$ cat src/rtl/cc1200_cmd_seq_if.sv
// Command, TX/RX stream, status and SPI byte-engine signals of cc1200_cmd_seq.
// slave = the sequencer; master = the register file / SPI engine side.
interface cc1200_cmd_seq_if;
    logic       cmd_valid;
    logic       cmd_ready;
    logic       cmd_rw;
    logic       cmd_ext;
    logic [7:0] cmd_addr;
    logic [7:0] cmd_len;
    logic [7:0] tx_data;
    logic       tx_valid;
    logic       tx_ready;
    logic [7:0] rx_data;
    logic       rx_valid;
    logic       rx_ready;
    logic [7:0] status;
    logic       status_valid;
    logic       busy;
    logic       done;
    logic       err;
    logic       spi_start;
    logic [7:0] spi_dout;
    logic       spi_last;
    logic       spi_busy;
    logic       spi_done;
    logic [7:0] spi_din;

    modport slave (
        input  cmd_valid, cmd_rw, cmd_ext, cmd_addr, cmd_len,
        input  tx_data, tx_valid, rx_ready,
        input  spi_busy, spi_done, spi_din,
        output cmd_ready, tx_ready, rx_data, rx_valid,
        output status, status_valid, busy, done, err,
        output spi_start, spi_dout, spi_last
    );

    modport master (
        output cmd_valid, cmd_rw, cmd_ext, cmd_addr, cmd_len,
        output tx_data, tx_valid, rx_ready,
        output spi_busy, spi_done, spi_din,
        input  cmd_ready, tx_ready, rx_data, rx_valid,
        input  status, status_valid, busy, done, err,
        input  spi_start, spi_dout, spi_last
    );
endinterface

$ cat src/rtl/cc1200_cmd_seq.sv
// CC1200 register-access sequencer: header/extended prefix, tx pacing, RX FIFO, status capture.
// Define CC1200_SEQ_TIMEOUT_EN to enable the per-byte watchdog (TIMEOUT_CYC cycles).
module cc1200_cmd_seq #(
    parameter int unsigned FIFO_DEPTH  = 16,
    parameter int unsigned TIMEOUT_CYC = 4096
) (
    input  logic            clk,
    input  logic            rstn,
    cc1200_cmd_seq_if.slave bus
);
    localparam int unsigned AW    = $clog2(FIFO_DEPTH);
    localparam logic [AW:0] DEPTH = (AW + 1)'(FIFO_DEPTH);

    if (FIFO_DEPTH < 2 || (FIFO_DEPTH & (FIFO_DEPTH - 1)) != 0) begin : g_bad_depth
        $error("FIFO_DEPTH must be a power of 2 and at least 2");
    end
    if (TIMEOUT_CYC < 2) begin : g_bad_timeout
        $error("TIMEOUT_CYC must be at least 2");
    end

    typedef enum logic [2:0] {S_IDLE, S_HDR, S_EXT, S_DATA, S_FIN} state_t;

    state_t      state_q, state_d;
    logic        inflight_q, inflight_d;
    logic        rw_q, rw_d;
    logic        ext_q, ext_d;
    logic [7:0]  addr_q, addr_d;
    logic [7:0]  cnt_q, cnt_d;
    logic [7:0]  dout_q, dout_d;
    logic [7:0]  status_q, status_d;
    logic        status_valid_q, status_valid_d;
    logic [AW:0] wptr_q, wptr_d;
    logic [AW:0] rptr_q, rptr_d;
    logic [7:0]  mem_q [FIFO_DEPTH];

    logic [AW:0] rx_count;
    logic        rx_valid;
    logic [7:0]  hdr_byte;
    logic [7:0]  cur_byte;
    logic        cur_last;
    logic        can_issue;
    logic        start;
    logic        byte_done;
    logic        push;
    logic        pop;
    logic        abort;

    assign rx_count  = wptr_q - rptr_q;
    assign rx_valid  = (rx_count != '0);
    assign pop       = rx_valid && bus.rx_ready;
    assign byte_done = inflight_q && bus.spi_done;

    // Byte offered by the current state and whether it may launch now.
    always_comb begin
        hdr_byte  = {rw_q, (cnt_q > 8'd1), (ext_q ? 6'h2F : addr_q[5:0])};
        cur_byte  = '0;
        cur_last  = 1'b0;
        can_issue = 1'b0;
        case (state_q)
            S_HDR: begin
                cur_byte  = hdr_byte;
                cur_last  = !ext_q && (cnt_q == 8'd0);
                can_issue = 1'b1;
            end
            S_EXT: begin
                cur_byte  = addr_q;
                cur_last  = (cnt_q == 8'd0);
                can_issue = 1'b1;
            end
            S_DATA: begin
                cur_last = (cnt_q == 8'd1);
                if (rw_q) begin
                    // Only issued with nothing in flight, so rx_count already includes every push.
                    can_issue = (rx_count < DEPTH);
                end else begin
                    cur_byte  = bus.tx_data;
                    can_issue = bus.tx_valid;
                end
            end
            default: ;
        endcase
        start = can_issue && !inflight_q && !bus.spi_busy;
    end

    always_comb begin
        state_d        = state_q;
        inflight_d     = inflight_q;
        rw_d           = rw_q;
        ext_d          = ext_q;
        addr_d         = addr_q;
        cnt_d          = cnt_q;
        dout_d         = dout_q;
        status_d       = status_q;
        status_valid_d = 1'b0;
        push           = 1'b0;
        case (state_q)
            S_IDLE: begin
                if (bus.cmd_valid) begin
                    rw_d    = bus.cmd_rw;
                    ext_d   = bus.cmd_ext;
                    addr_d  = bus.cmd_addr;
                    cnt_d   = bus.cmd_len;
                    state_d = S_HDR;
                end
            end
            S_HDR, S_EXT, S_DATA: begin
                if (start) begin
                    inflight_d = 1'b1;
                    dout_d     = cur_byte;
                end
                if (byte_done) begin
                    inflight_d = 1'b0;
                    if (state_q == S_HDR) begin
                        status_d       = bus.spi_din;
                        status_valid_d = 1'b1;
                        if (ext_q)              state_d = S_EXT;
                        else if (cnt_q != 8'd0) state_d = S_DATA;
                        else                    state_d = S_FIN;
                    end else if (state_q == S_EXT) begin
                        state_d = (cnt_q != 8'd0) ? S_DATA : S_FIN;
                    end else begin
                        push  = rw_q;
                        cnt_d = cnt_q - 8'd1;
                        if (cnt_q == 8'd1) state_d = S_FIN;
                    end
                end
            end
            S_FIN: state_d = S_IDLE;
            default: state_d = S_IDLE;
        endcase
        if (abort) begin
            state_d    = S_IDLE;
            inflight_d = 1'b0;
        end
        wptr_d = wptr_q + {{AW{1'b0}}, push};
        rptr_d = rptr_q + {{AW{1'b0}}, pop};
    end

`ifdef CC1200_SEQ_TIMEOUT_EN
    localparam int unsigned TW = $clog2(TIMEOUT_CYC + 1);
    logic [TW-1:0] to_cnt_q, to_cnt_d;

    // Counts cycles since spi_start; the start cycle itself is cycle 0.
    always_comb begin
        to_cnt_d = '0;
        if (start)                                     to_cnt_d = TW'(1);
        else if (inflight_q && !byte_done && !abort)   to_cnt_d = to_cnt_q + TW'(1);
    end

    assign abort = inflight_q && !bus.spi_done && (to_cnt_q == TW'(TIMEOUT_CYC));

    always_ff @(posedge clk or negedge rstn) begin
        if (!rstn) to_cnt_q <= '0;
        else       to_cnt_q <= to_cnt_d;
    end
`else
    assign abort = 1'b0;
`endif

    always_ff @(posedge clk or negedge rstn) begin
        if (!rstn) begin
            state_q        <= S_IDLE;
            inflight_q     <= 1'b0;
            rw_q           <= 1'b0;
            ext_q          <= 1'b0;
            addr_q         <= '0;
            cnt_q          <= '0;
            dout_q         <= '0;
            status_q       <= '0;
            status_valid_q <= 1'b0;
            wptr_q         <= '0;
            rptr_q         <= '0;
        end else begin
            state_q        <= state_d;
            inflight_q     <= inflight_d;
            rw_q           <= rw_d;
            ext_q          <= ext_d;
            addr_q         <= addr_d;
            cnt_q          <= cnt_d;
            dout_q         <= dout_d;
            status_q       <= status_d;
            status_valid_q <= status_valid_d;
            wptr_q         <= wptr_d;
            rptr_q         <= rptr_d;
        end
    end

    always_ff @(posedge clk) begin
        if (push) mem_q[wptr_q[AW-1:0]] <= bus.spi_din;
    end

    assign bus.cmd_ready    = (state_q == S_IDLE);
    assign bus.busy         = (state_q != S_IDLE);
    assign bus.done         = (state_q == S_FIN) || abort;
    assign bus.err          = abort;
    assign bus.spi_start    = start;
    assign bus.spi_dout     = inflight_q ? dout_q : (start ? cur_byte : '0);
    assign bus.spi_last     = start && cur_last;
    assign bus.tx_ready     = start && (state_q == S_DATA) && !rw_q;
    assign bus.rx_valid     = rx_valid;
    assign bus.rx_data      = rx_valid ? mem_q[rptr_q[AW-1:0]] : '0;
    assign bus.status       = status_q;
    assign bus.status_valid = status_valid_q;
endmodule

$ cat src/flat_wrapper.sv
// flat-port wrapper written by rule: the top's interface ports become plain ports
module cc1200_cmd_seq_flat 
#(
    parameter int unsigned FIFO_DEPTH  = 16,
    parameter int unsigned TIMEOUT_CYC = 4096
)
  (clk, rstn, bus_cmd_valid, bus_cmd_rw, bus_cmd_ext, bus_cmd_addr, bus_cmd_len, bus_tx_data, bus_tx_valid, bus_rx_ready, bus_spi_busy, bus_spi_done, bus_spi_din, bus_cmd_ready, bus_tx_ready, bus_rx_data, bus_rx_valid, bus_status, bus_status_valid, bus_busy, bus_done, bus_err, bus_spi_start, bus_spi_dout, bus_spi_last);
  cc1200_cmd_seq_if bus_i ();
  input  logic clk;
  input  logic rstn;
  input wire logic [$bits(bus_i.cmd_valid)-1:0] bus_cmd_valid;
  input wire logic [$bits(bus_i.cmd_rw)-1:0] bus_cmd_rw;
  input wire logic [$bits(bus_i.cmd_ext)-1:0] bus_cmd_ext;
  input wire logic [$bits(bus_i.cmd_addr)-1:0] bus_cmd_addr;
  input wire logic [$bits(bus_i.cmd_len)-1:0] bus_cmd_len;
  input wire logic [$bits(bus_i.tx_data)-1:0] bus_tx_data;
  input wire logic [$bits(bus_i.tx_valid)-1:0] bus_tx_valid;
  input wire logic [$bits(bus_i.rx_ready)-1:0] bus_rx_ready;
  input wire logic [$bits(bus_i.spi_busy)-1:0] bus_spi_busy;
  input wire logic [$bits(bus_i.spi_done)-1:0] bus_spi_done;
  input wire logic [$bits(bus_i.spi_din)-1:0] bus_spi_din;
  output wire logic [$bits(bus_i.cmd_ready)-1:0] bus_cmd_ready;
  output wire logic [$bits(bus_i.tx_ready)-1:0] bus_tx_ready;
  output wire logic [$bits(bus_i.rx_data)-1:0] bus_rx_data;
  output wire logic [$bits(bus_i.rx_valid)-1:0] bus_rx_valid;
  output wire logic [$bits(bus_i.status)-1:0] bus_status;
  output wire logic [$bits(bus_i.status_valid)-1:0] bus_status_valid;
  output wire logic [$bits(bus_i.busy)-1:0] bus_busy;
  output wire logic [$bits(bus_i.done)-1:0] bus_done;
  output wire logic [$bits(bus_i.err)-1:0] bus_err;
  output wire logic [$bits(bus_i.spi_start)-1:0] bus_spi_start;
  output wire logic [$bits(bus_i.spi_dout)-1:0] bus_spi_dout;
  output wire logic [$bits(bus_i.spi_last)-1:0] bus_spi_last;
  assign bus_i.cmd_valid = bus_cmd_valid;
  assign bus_i.cmd_rw = bus_cmd_rw;
  assign bus_i.cmd_ext = bus_cmd_ext;
  assign bus_i.cmd_addr = bus_cmd_addr;
  assign bus_i.cmd_len = bus_cmd_len;
  assign bus_i.tx_data = bus_tx_data;
  assign bus_i.tx_valid = bus_tx_valid;
  assign bus_i.rx_ready = bus_rx_ready;
  assign bus_i.spi_busy = bus_spi_busy;
  assign bus_i.spi_done = bus_spi_done;
  assign bus_i.spi_din = bus_spi_din;
  assign bus_cmd_ready = bus_i.cmd_ready;
  assign bus_tx_ready = bus_i.tx_ready;
  assign bus_rx_data = bus_i.rx_data;
  assign bus_rx_valid = bus_i.rx_valid;
  assign bus_status = bus_i.status;
  assign bus_status_valid = bus_i.status_valid;
  assign bus_busy = bus_i.busy;
  assign bus_done = bus_i.done;
  assign bus_err = bus_i.err;
  assign bus_spi_start = bus_i.spi_start;
  assign bus_spi_dout = bus_i.spi_dout;
  assign bus_spi_last = bus_i.spi_last;
  cc1200_cmd_seq #(.FIFO_DEPTH(FIFO_DEPTH), .TIMEOUT_CYC(TIMEOUT_CYC)) u_core (.clk(clk), .rstn(rstn), .bus(bus_i));
endmodule
$ cat config.mk
export PLATFORM = sky130hd
export DESIGN_NAME = cc1200_cmd_seq_flat
export DESIGN_NICKNAME = d
export VERILOG_FILES = /design/src/rtl/cc1200_cmd_seq_if.sv /design/src/rtl/cc1200_cmd_seq.sv /design/src/flat_wrapper.sv
export SDC_FILE = /design/constraint.sdc
export NUM_CORES = 1
export LEC_CHECK = 0
export CAP_MARGIN = 20
export CORE_MARGIN = 10
export CORE_UTILIZATION = 43
export CTS_CLUSTER_SIZE = 30
export DETAILED_ROUTE_END_ITERATION = 7
export SYNTH_ARGS = -nofsm -noshare
export SYNTH_HDL_FRONTEND = slang
export SYNTH_SLANG_ARGS = --single-unit
$ cat constraint.sdc
create_clock -name clk -period 3.2 [get_ports clk]
set_input_delay 0.64 -clock clk [delete_from_list [all_inputs] [get_ports clk]]
set_output_delay 0.64 -clock clk [all_outputs]
set_load 0.005 [all_outputs]
## Word level (Yosys, flattened, before mapping)

Memory sizes are Yosys's and may differ from the RTL's.
Cells that the tools add are included.

| cells by class | value |
|---|---|
| add/subtract/negate cells | 4 |
| magnitude comparators | 2 |
| equality and inequality tests | 10 |
| muxes and demuxes | 33 |
| reductions and logical operators | 27 |

Operator list:

| cell | count |
|---|---|
| 8-bit two-way mux | 8 |
| 8-bit case mux with 3 select lines | 1 |
| 3-bit two-way mux | 7 |
| 8-bit case mux with 2 select lines | 1 |
| 1-bit two-way mux | 12 |
| 5-bit by 1-bit adder with 5-bit output | 2 |
| 8-bit by 1-bit equality test with 1-bit output (second input constant) | 1 |
| 8-bit by 1-bit greater-than comparator with 1-bit output (second input constant) | 1 |
| 1-bit logical AND | 8 |
| 8-bit zero test | 1 |
| 8-bit nonzero test | 1 |
| 8-bit by 1-bit subtractor with 8-bit output (second input constant) | 1 |
| 3-bit by 2-bit equality test with 1-bit output (second input constant) | 2 |
| 6-bit two-way mux | 1 |
| 2-bit != test (second input constant) | 3 |
| 3-bit case mux with 2 select lines | 1 |
| 2-bit AND reduction | 3 |
| 3-bit AND reduction | 2 |
| 5-bit < comparator (second input constant) | 1 |
| 5-bit AND reduction | 1 |
| 5-bit nonzero test | 1 |
| 5-bit subtractor | 1 |
| 1-bit zero test | 4 |
| 4-bit by 1-bit != test with 1-bit output (second input constant) | 1 |
| 10 further kinds | 11 |

| storage, ports and cells | value |
|---|---|
| bits in registers | 49 |
| RAM bits | 128 |
| bits of input ports | 41 |
| memories kept | 1 |

Memories:

| name | words | width | rd ports | clocked after Yosys merged registers in | wr ports | RTL line | RTL |
|---|---|---|---|---|---|---|---|
| u_core.mem_q | 16 | 8 | 1 | 0 | 1 | cc1200_cmd_seq.sv:34 | `logic [7:0] mem_q [FIFO_DEPTH];` |

## Logic depth before layout (Yosys ltp)

Gate-level depths: netlist of run 1.

| depth | value |
|---|---|
| depth in word-level cells | 8 |
| gate-level depth with buffers | 14 |

## Worst setup path before layout of run 1

Ideal clock, no wire load.

| path | value |
|---|---|
| path kind | register -> output |
| start point | reg u_core.rptr_q[2] |
| end point | out bus_spi_dout[4] |
| data arrival time | 2.290 ns |
| setup slack | 0.270 ns |
| stages on the path, launching flop included | 11 |
| buffers on the path | 2 |
| cells stage by stage | dfrtp_1 -> clkinv_1 -> buf_1 -> ha_1 -> o21ai_0 -> a21oi_1 -> mux2i_1 -> o21ai_2 -> inv_2 -> buf_8 -> a22o_1 |

| between the ends | value |
|---|---|
| word-level cells in the longest chain between the ends | 8 |

RTL lines:

| what | RTL line | RTL |
|---|---|---|
| start, declared | cc1200_cmd_seq.sv:33 | `logic [AW:0] rptr_q, rptr_d;` |
| start signal, assigned | cc1200_cmd_seq.sv:184 | `rptr_q <= rptr_d;` |
| 5-bit subtractor | cc1200_cmd_seq.sv:48 | `assign rx_count = wptr_q - rptr_q;` |
| 5-bit < comparator | cc1200_cmd_seq.sv:74 | `can_issue = (rx_count < DEPTH);` |
| 1-bit two-way mux | cc1200_cmd_seq.sv:72 | `if (rw_q) begin` |
| 1-bit case mux with 2 select lines | cc1200_cmd_seq.sv:59 | `case (state_q)` |
| 1-bit logical AND (2 in a row) | cc1200_cmd_seq.sv:82 | `start = can_issue && !inflight_q && !bus.spi_busy;` |
| named net bus_spi_start | flat_wrapper.sv:31 | `output wire logic [$bits(bus_i.spi_start)-1:0] bus_spi_start;` |
| 8-bit two-way mux (2 in a row) | cc1200_cmd_seq.sv:197 | `assign bus.spi_dout = inflight_q ? dout_q : (start ? cur_byte : '0);` |
| end, declared | flat_wrapper.sv:32 | `output wire logic [$bits(bus_i.spi_dout)-1:0] bus_spi_dout;` |

The timed path passes the listed nets, and every way through them passes these cells.

## Final worst setup path of run 1

| path | value |
|---|---|
| start point | reg u_core.rptr_q[2] |
| end point | out bus_spi_dout[0] |

| between the ends | value |
|---|---|
| word-level cells in the longest chain between the ends | 8 |

RTL lines:

| what | RTL line |
|---|---|
| 5-bit subtractor | cc1200_cmd_seq.sv:48 |
| 5-bit < comparator | cc1200_cmd_seq.sv:74 |
| 1-bit two-way mux | cc1200_cmd_seq.sv:72 |
| 1-bit case mux with 2 select lines | cc1200_cmd_seq.sv:59 |
| 1-bit logical AND (2 in a row) | cc1200_cmd_seq.sv:82 |
| 8-bit two-way mux (2 in a row) | cc1200_cmd_seq.sv:197 |

No other way between the ends.

==> results of run 1 <==
==> cells by family after synthesis <==
family                   share of synthesized area, %
XOR/XNOR                                         1.03
buffers and inverters                            2.83
other                                          0.0491
adder cells (fa/ha/maj)                          1.64
multiplexers                                     13.0
flip-flops                                       66.4
AND/OR/NAND/NOR                                  8.80
AO/OA/AOI/OAI                                    6.24
==> timing repair <==
action                                  CTS  global route
gates cloned                              2             0
endpoints found under the setup margin   20            15
hold endpoints to repair                  0             0
pin swaps                                 6             4
buffers inserted                         12             4
gates resized for setup                  42            36
==> synth_stat cells (all sizes together), types with 8 or more instances <==
master | number | area, um2
a211oi | 8 | 60.1
a21oi | 19 | 95.1
and3 | 11 | 68.8
buf | 14 | 92.6
clkbuf | 12 | 45.0
dfrtp | 49 | 1230
edfxtp | 128 | 3840
ha | 10 | 125
inv | 19 | 71.3
mux2 | 10 | 113
mux2i | 16 | 160
mux4 | 32 | 721
nand2 | 60 | 225
nand2b | 11 | 68.8
nand3 | 15 | 75.1
nor2 | 23 | 86.3
nor3 | 13 | 65.1
o21ai | 22 | 114
==> final timing paths <==
| kind | from | to | slack, ns | cells past startpoint |
|---|---|---|---|---|
| max | u_core.rptr_q[2]$_DFF_PN0_ | bus_spi_dout[0] | 0.13 | 11 |
| min | rstn | u_core.addr_q[1]$_DFFE_PN0P_ | 0.32 | 1 |
| max reg2reg | u_core.wptr_q[2]$_DFF_PN0_ | u_core.rptr_q[4]$_DFF_PN0_ | 0.87 | 11 |
| min reg2reg | u_core.bus.status[5]$_DFFE_PN0P_ | u_core.bus.status[5]$_DFFE_PN0P_ | 0.49 | 2 |
| max in group asynchronous | rstn | u_core.addr_q[5]$_DFFE_PN0P_ | 2.14 | 2 |
| min in group clk | u_core.bus.status[5]$_DFFE_PN0P_ | u_core.bus.status[5]$_DFFE_PN0P_ | 0.49 | 2 |
==> state kept, by name (all words and copies together), names as in the netlist <==
register,cells
u_core.rptr_q,5
u_core.cnt_q,8
u_core.mem_q,128
u_core.dout_q,8
u_core.wptr_q,5
u_core.bus.status_valid,1
u_core.state_q,3
u_core.addr_q,8
u_core.rw_q,1
u_core.bus.status,8
u_core.ext_q,1
u_core.inflight_q,1
==> report_power, final <==
group / total (mW) / leakage [nW] / internal (mW) / switching (mW)
logic: 3.50 / 1.63 / 1.70 / 1.81
registers: 2.97 / 1.76 / 2.75 / 0.221
clock network: 1.93 / 0.261 / 1.07 / 0.862
total: 8.41 / 3.65 / 5.52 / 2.89
==> area by class of cell <==
type | instances | area, um2
fill | 1424 | 7730
sequential | 177 | 5070
multi-input combinational | 299 | 2550
timing repair buffer | 122 | 1100
clock buffer | 18 | 429
tap | 225 | 282
clock inverter | 14 | 114
inverter | 21 | 80.1
==> stage by stage <==
step                instances  hold WS [ns]  utilization (%)  setup slack [ns]
floorplan                 521         0.344                -             0.270
global placement          826         0.463             50.4             0.225
detailed placement        826         0.475             50.4             0.162
CTS                       872         0.338             54.7            -0.129
global route              876         0.392             55.4            0.0245
finish                    876         0.323             55.4             0.126
==> layer usage <==
metal,up-vias,wire [um]
li1,2204,-
met1,2364,8240
met2,176,9020
met3,14,1160
met4,0,181
met5,-,0
==> qor.txt, run 1 <==
Most Crowded Layer GR -> met2
post-route design area -> 9620 um2
Iteration-0 DRC Markers -> 354
CTS Buffer Depth -> 2
commonest non-fill, non-tap cell in the layout -> edfxtp_1
pwr/cell area -> 873 nW/um2
hold buffers post-CTS -> 0
final-stage net count -> 689
CTS tree -> yes
Critical Path Source Type -> register
register bit total from synthesis -> 177
GR Util met2 -> 25.7%
CP Class -> reg -> out
crit-path leading delay family -> buffers and inverters
yosys warns -> 0
row count -> 48
Antenna Violating Nets Remaining -> 0
maximum VDD drop -> 581 uV
# DRC -> 0
largest net degree at the start of global routing -> 38
Max-slew headroom -> 44.1%
most common cell type on the critical path -> o21ai_2
ANT cells -> 0
fin crit share -> 96.1%
Cell variety after synth -> 53
via/cell ratio -> 5.43
number of synthesized flops with an enable pin -> 128
initial antenna violation count -> 0
Overflow after GRT -> 0
Main synth FF type -> edfxtp_1
Final setup viols -> 0
Tot Pwr -> 8.41 mW
CTS Buf Count -> 17
die area -> 23500 um2
crit-path max cell delay -> 0.36 ns
HP Class -> in -> async
status -> completed
Slew Limit Fails -> 0
Max Cap Viol -> 0
met1 GRT Util -> 21.1%
vias after detailed routing -> 4758
TritonRoute pass-1 iters -> 5
maximum operating frequency -> 0.325 GHz
Post-Syn Instances -> 521
Die H -> 153 um
I/O Buffers -> 72
Clock Skew -> 0.0131 ns
RePlAce Congestion -> 0.888
Area after DPL -> 8750 um2
CP max stage cell -> dfrtp_1
worst-path fanout max -> 4
most frequent cells in the layout -> edfxtp_1, nand2_1, clkdlybuf4s50_1, dfrtp_1, buf_4
Avg Cell Area, Syn -> 14.7 um2
minimum clock period -> 3.07 ns
Worst EP required -> 2.56 ns
RSZ-0062 raised after global routing -> no
DR WL/cell -> 21.2 um
Async SR Flop Fraction -> 27.7%
Area Growth Syn to Fin -> 26.0%
Die Wd -> 153 um
clock-pin slew of the registers on the worst-case setup and hold paths -> 0.06 ns
CTS Sinks -> 177
Initial Utilization -> 44.0%
Critical Path AT -> 2.43 ns
hpwl dp -> 12300 um
Root Driver -> clkbuf_16
Least-Margin Pin Slew -> 0.839 ns
post-synthesis instance area -> 7640 um2
first-pass GRT wire length -> 29700 um
GR Layer Usage met3 -> 5.13%
CP bufs+invs -> 5
Skew-Pair Late Insertion Delay -> 0.43 ns
vias in the first global route -> 5117
Setup Total Neg Slack -> 0 ns
total core area -> 17400 um2
final hold violations -> 0
leakage -> 3.65 nW
Total GRT Usage -> 16.2%
sequential share of the synthesized area -> 66.4%
CP Capture Type -> output port
total wire length -> 18600 um
Post-Synthesis Net Count -> 572
ordered list of cells on the worst path -> clkinv_2 > ha_4 > o21ai_2 > a21oi_4 > mux2i_4 > buf_6 > o21ai_2 > buf_4 > buf_4 > o21ai_2 > buf_2
I/O pin count -> 74
Clock H-tree levels -> 4
share of cells above drive strength 1 -> 24.0%
Note: power is estimated with default switching activity, not from simulation.
==> run 2, diff against run 1 <==
==> constraint.sdc (replaced) <==
create_clock -name clk -period 3.6 [get_ports clk]
set_input_delay 0.72 -clock clk [delete_from_list [all_inputs] [get_ports clk]]
set_output_delay 0.72 -clock clk [all_outputs]
set_load 0.005 [all_outputs]
==> run 2 against run 1 <==
First-iteration DRC count fell by 38%. Clock skew fell by 0.0046 ns. Sequential power fell by 10%. Combinational power fell by 21%. Routed wire length fell by 4.7%. Register-to-register slack improved by 0.25 ns. Clock power barely moved. Highest routed layer unchanged.
==> qor.txt, run 2 (synthesized netlist as in run 1, its figures left out) <==
Sw Pwr -> 2.38 mW (-17%)
total core area -> 17400 um2 (unchanged)
RSZ-0062 raised after global routing -> yes
# DRC -> 0 (unchanged)
RePlAce Congestion -> 0.897 (+1.1%)
Root Driver -> clkbuf_16
Antenna Violating Nets Remaining -> 0 (unchanged)
largest net degree at the start of global routing -> 35 (-7.9%)
worst r2r path cells -> 11 (unchanged)
fin crit share -> 98.2%
initial antenna violation count -> 0 (unchanged)
cell internal pwr -> 4.99 mW (-9.5%)
share of cells above drive strength 1 -> 20.0% (-4.0 points)
clock-pin slew of the registers on the worst-case setup and hold paths -> 0.07 ns (about the same)
worst-path fanout max -> 10 (+6)
Max-slew headroom -> 44.4% (+0.35 points)
placed instance count -> 817 (-1.1%)
via/cell ratio -> 5.43 (about the same)
Final setup viols -> 0 (unchanged)
max reg flops -> 128 (unchanged)
CTS Sinks -> 177 (unchanged)
die area -> 23500 um2 (unchanged)
final-stage net count -> 670 (-2.8%)
Critical Path AT -> 2.81 ns (+0.38 ns)
# fillers -> 1406 (-1.3%)
Slew Limit Fails -> 0 (unchanged)
ANT cells -> 0 (unchanged)
Initial Utilization -> 44.0% (unchanged)
post-place setup slack -> 0.391 ns (+0.229 ns)
Iteration-0 DRC Markers -> 218 (-38%)
maximum VDD drop -> 360 uV (-38%)
CP Class -> reg -> out
TritonRoute pass-1 iters -> 5 (unchanged)
hpwl dp -> 12100 um (-1.4%)
sw frac -> 32.3% (-2.0 points)
hold buffers post-CTS -> 0 (unchanged)
vias in the first global route -> 5038 (-1.5%)
final hold violations -> 0 (unchanged)
I/O Buffers -> 72 (unchanged)
Skew-Pair Late Insertion Delay -> 0.42 ns (about the same)
pwr/cell area -> 781 nW/um2 (-11%)
Die H -> 153 um (unchanged)
Least-Margin Pin Slew -> 0.834 ns (-0.00518 ns)
Area Growth Syn to Fin -> 23.7%
Critical Path Source Type -> register
total wire length -> 17700 um (-4.7%)
Max Cap Viol -> 0 (unchanged)
Die Wd -> 153 um (unchanged)
Clock H-tree levels -> 4 (unchanged)
Worst EP required -> 2.88 ns (+0.32 ns)
Clk network pwr share -> 26.4% (+3.5 points)
CTS Buf Count -> 17 (unchanged)
power share of the sequential group -> 36.3% (+0.9 points)
Layout Utilization -> 54.4% (-1.0 points)
CTS tree -> yes
CP Capture Type -> output port
Total GRT Usage -> 15.3% (-0.94 points)
Comb pwr share -> 37.3% (-4.4 points)
maximum operating frequency -> 0.283 GHz
Setup WS post-layout -> 0.0652 ns (-0.0606 ns)
DR WL/cell -> 20.7 um (-2.4%)
Clock Skew -> 0.00843 ns (-0.00462 ns)
Setup Total Neg Slack -> 0 ns (unchanged)
I/O pin count -> 74 (unchanged)
minimum clock period -> 3.53 ns
Layout Cells excl Fill -> 856 (-2.3%)
most frequent cells in the layout -> edfxtp_1, clkdlybuf4s50_1, nand2_1, dfrtp_1, mux4_2
status -> completed
sequential cell area -> 5080 um2 (+0.12%)
CTS Buffer Depth -> 2 (unchanged)
commonest non-fill, non-tap cell in the layout -> edfxtp_1
vias after detailed routing -> 4651 (-2.2%)
first-pass GRT wire length -> 28200 um (-5.0%)
HP Class -> in -> async
leakage -> 3.50 nW (-4.1%)
row count -> 48 (unchanged)
Multi-input gate area -> 2390 um2 (-6.1%)
Tot Pwr -> 7.38 mW (-12%)
Overflow after GRT -> 0 (unchanged)
[run 2: final cells by class]
cell class	instances	area share, %
well taps	225	2.98
clock buffers	18	4.54
flip-flops and latches	177	53.8
inverters	21	0.835
repair buffers	105	10.4
clock inverters	13	2.12
multi-input cells	297	25.3
[run 2: timing repair]
action / 4_1_cts / 5_1_grt
pin swaps: 1 / 0
buffers inserted: 0 / 8
resized for setup: 3 / 18
setup endpoints to repair: 4 / 20
[run 2: stage by stage]
| step | hold WS, ns | instance area, um2 |
|---|---|---|
| detailed placement | 0.471 | 8700 |
| finish | 0.323 | 9440 |
| CTS | 0.328 | 9340 |
| floorplan | 0.424 | 7640 |
| global placement | 0.464 | 8700 |
| global route | 0.361 | 9440 |
[run 2: metal layers]
metal / GRT usage, % / vias up / part of all wire [%]
met4: 5.22 / 0 / 1.3
met5: 0 / - / 0
met2: 25.0 / 137 / 50
li1: - / 2163 / -
met1: 18.9 / 2334 / 43
met3: 4.63 / 17 / 6.1
[run 2: final timing paths]
path / start / to / slack, ns
max in group asynchronous: rstn / u_core.rptr_q[0]$_DFF_PN0_ / 2.48
hold / removal: rstn / u_core.addr_q[1]$_DFFE_PN0P_ / 0.32
setup / recovery: u_core.rptr_q[2]$_DFF_PN0_ / bus_spi_dout[2] / 0.07
min in group clk: u_core.bus.status[2]$_DFFE_PN0P_ / u_core.bus.status[2]$_DFFE_PN0P_ / 0.49
setup reg to reg: u_core.rptr_q[2]$_DFF_PN0_ / u_core.rptr_q[4]$_DFF_PN0_ / 1.12
hold reg to reg: u_core.bus.status[2]$_DFFE_PN0P_ / u_core.bus.status[2]$_DFFE_PN0P_ / 0.49
[run 2: critical path, cell delays in order, from the launching register on]
cell and delay, ns:
dfrtp_1 0.35, clkinv_1 0.10, ha_1 0.34, o21ai_0 0.11, a21oi_1 0.19, mux2i_2 0.35, o21ai_4 0.15, o21ai_0 0.24
clkdlybuf4s50_1 0.56
[run 2: power by group through the flow]
stage                     Sequential [mW]  Combinational, mW  Clock, mW
after detailed placement             2.71               2.69          0
after global placement               2.70               2.62          0
after floorplan                      2.62               1.73          0
after global routing                 2.72               3.02       2.09
final                                2.67               2.75       1.95
after CTS                            2.67               2.71       2.00
==> run 3, diff against run 2 <==
--- a/config.mk
+++ b/config.mk
@@ -7,7 +7,7 @@
 export LEC_CHECK = 0
 export CAP_MARGIN = 20
 export CORE_MARGIN = 10
-export CORE_UTILIZATION = 43
+export CORE_UTILIZATION = 29
 export CTS_CLUSTER_SIZE = 30
 export DETAILED_ROUTE_END_ITERATION = 7
 export SYNTH_ARGS = -nofsm -noshare
==> run 3 against run 2 <==
Fmax is 1.1% higher. Critical path type unchanged. Largest cell class unchanged. Clock-buffer cell count is 1 lower. Routed wire length is 4.3% higher. Via count is 0.77% lower. Cell area is 1.9% higher. Clock skew is 0.0037 ns higher. Power is 0.74% lower. Global-route usage is 4.1 points lower. Core utilization is 17 points lower. Register-to-register slack better by 0.16 ns. Critical path depth stayed put.
==> qor.txt, run 3 (synthesized netlist as in run 1, its figures left out) <==
commonest non-fill, non-tap cell in the layout -> edfxtp_1
CP max stage cell -> clkdlybuf4s50_1
leakage -> 3.55 nW (+1.6%)
Antenna Violating Nets Remaining -> 0 (unchanged)
minimum clock period -> 3.50 ns (-0.0389 ns)
I/O Buffers -> 72 (unchanged)
vias in the first global route -> 4788 (-5.0%)
most common cell type on the critical path -> o21ai_0
Max-slew headroom -> 36.0% (-8.4 points)
worst r2r path cells -> 10 (-1)
# DRC -> 0 (unchanged)
Least-Margin Pin Slew -> 0.960 ns (+0.126 ns)
CP Class -> reg -> out
sw frac -> 34.9% (+2.6 points)
placed instance count -> 933 (+14%)
Total GRT Usage -> 11.2% (-4.1 points)
largest net degree at the start of global routing -> 40 (+14%)
final-stage net count -> 669 (-0.15%)
max reg flops -> 128 (unchanged)
cell internal pwr -> 4.77 mW (-4.5%)
Clock Skew -> 0.0122 ns (+0.00373 ns)
Critical Path AT -> 2.78 ns (-0.03 ns)
Skew-Pair Late Insertion Delay -> 0.44 ns (+0.02 ns)
Crit Reg-Reg Endpoint -> u_core.rptr_q[4]$_DFF_PN0_
RePlAce Congestion -> 0.821 (-8.5%)
Clock H-tree levels -> 4 (unchanged)
Slew Limit Fails -> 0 (unchanged)
Layout Utilization -> 37.0% (-17 points)
share of cells above drive strength 1 -> 20.1% (+0.16 points)
vias after detailed routing -> 4615 (-0.77%)
via/cell ratio -> 4.78 (-12%)
Setup WS post-layout -> 0.104 ns (+0.0389 ns)
initial antenna violation count -> 0 (unchanged)
RSZ-0062 raised after global routing -> yes
Sw Pwr -> 2.55 mW (+7.1%)
Worst EP required -> 2.88 ns (about the same)
Final setup viols -> 0 (unchanged)
Die Wd -> 182 um (+19%)
Overflow after GRT -> 0 (unchanged)
pwr/cell area -> 761 nW/um2 (-2.6%)
power share of the sequential group -> 36.2% (about the same)
CTS Buffer Depth -> 2 (unchanged)
CP Capture Type -> output port
Comb pwr share -> 37.8% (+0.5 points)
maximum VDD drop -> 392 uV (+8.7%)
ANT cells -> 0 (unchanged)
total wire length -> 18500 um (+4.3%)
Clk network pwr share -> 26.0% (-0.4 points)
postcts setup bufs -> 0 (unchanged)
crit-path max cell delay -> 0.56 ns (about the same)
Die H -> 182 um (+19%)
FF-to-FF setup slack -> 1.28 ns (+0.16 ns)
Tot Pwr -> 7.32 mW (-0.74%)
Layout Cells excl Fill -> 966 (+13%)
most frequent cells in the layout -> edfxtp_1, clkdlybuf4s50_1, nand2_1, dfrtp_1, mux4_2
total core area -> 26000 um2 (+50%)
final hold violations -> 0 (unchanged)
ordered list of cells on the worst path -> clkinv_1 > ha_4 > o21ai_0 > a21oi_2 > mux2i_4 > o21ai_4 > o21ai_0 > clkdlybuf4s50_1
Iteration-0 DRC Markers -> 323 (+48%)
Max Cap Viol -> 0 (unchanged)
hold buffers post-CTS -> 0 (unchanged)
maximum operating frequency -> 0.286 GHz (+1.1%)
CTS Buf Count -> 17 (unchanged)
first-pass GRT wire length -> 28600 um (+1.5%)
clock-pin slew of the registers on the worst-case setup and hold paths -> 0.07 ns (about the same)
TritonRoute pass-1 iters -> 4 (-1)
Worst R2R Start -> u_core.wptr_q[1]$_DFF_PN0_
CTS tree -> yes
die area -> 33200 um2 (+41%)
crit-path leading delay family -> buffers and inverters
worst-path fanout max -> 5 (-5)
CTS Sinks -> 177 (unchanged)
status -> completed
fin crit share -> 97.1% (-1.1 points)
Area Growth Syn to Fin -> 26.0%
I/O pin count -> 74 (unchanged)
post-place setup slack -> 0.203 ns (-0.188 ns)
CP bufs+invs -> 2 (unchanged)
Initial Utilization -> 29.4% (-15 points)
HP Class -> in -> async
Critical Path Source Type -> register
hpwl dp -> 12300 um (+1.7%)
Root Driver -> clkbuf_16
Setup Total Neg Slack -> 0 ns (unchanged)
row count -> 59 (+23%)
DR WL/cell -> 19.2 um (-7.5%)
## run 3: cell count changes in the layout (fill, tap and decap cells not counted), sizes merged, moves of 2 or more
cell | previous run | this run
buf | 34 | 32
clkinv | 5 | 8
bufinv | 4 | 0
inv | 24 | 28
dlymetal6s2s | 2 | 9
clkdlybuf4s50 | 69 | 62
## run 3: power by group through the flow
| stage | Clock, mW | Combinational, mW | Sequential (mW) |
|---|---|---|---|
| final | 1.90 | 2.77 | 2.65 |
| after global routing | 2.02 | 3.08 | 2.69 |
| after CTS | 1.94 | 2.74 | 2.65 |
| after detailed placement | 0 | 2.72 | 2.69 |
| after global placement | 0 | 2.71 | 2.68 |
| after floorplan | 0 | 1.73 | 2.62 |
## run 3: worst max path at each step
stage,start,to,cells after the start
detailed placement,bus_spi_busy,bus_spi_last,5
floorplan,u_core.rptr_q[2]$_DFF_PN0_,bus_spi_dout[4],10
global route,u_core.state_q[1]$_DFFE_PN0P_,bus_spi_dout[4],7
CTS,u_core.rptr_q[2]$_DFF_PN0_,bus_spi_dout[4],9
finish,u_core.rptr_q[2]$_DFF_PN0_,bus_spi_dout[0],8
global placement,bus_spi_busy,bus_spi_last,5
## run 3: repair_timing
action | CTS | global route
gates cloned | 0 | 1
pin swaps | 1 | 1
endpoints found under the setup margin | 2 | 19
gates resized for setup | 4 | 29
## run 3: final cells by class
class / instances / area (um2)
fill: 2462 / 16400
clock inverter: 15 / 194
multi-input combinational: 298 / 2450
inverter: 21 / 78.8
timing repair buffer: 103 / 983
tap: 335 / 419
clock buffer: 17 / 425
sequential: 177 / 5070
## run 3: per-layer routing
| layer | global-route usage, % | vias to the layer above | routed length (um) |
|---|---|---|---|
| met3 | 3.44 | 13 | 1210 |
| met1 | 15.4 | 2321 | 8730 |
| met5 | 0 | - | 0 |
| li1 | - | 2165 | - |
| met2 | 16.6 | 116 | 8410 |
| met4 | 3.06 | 0 | 159 |
## run 3: metrics by stage
| stage | instance area [um2] | hold WS [ns] |
|---|---|---|
| CTS | 9510 | 0.446 |
| global placement | 8880 | 0.459 |
| finish | 9620 | 0.437 |
| detailed placement | 8880 | 0.462 |
| floorplan | 7640 | 0.424 |
| global route | 9620 | 0.490 |
## run 3: worst reg2reg max path, stage by stage, from the launching register on
cell	delay, ns
dfrtp_1	0.44
ha_1	0.31
nand2b_1	0.11
a21oi_1	0.08
and3_1	0.17
o2111a_2	0.30
nor2b_1	0.14
ha_1	0.19
ha_1	0.19
nand3_1	0.13
xnor2_1	0.14
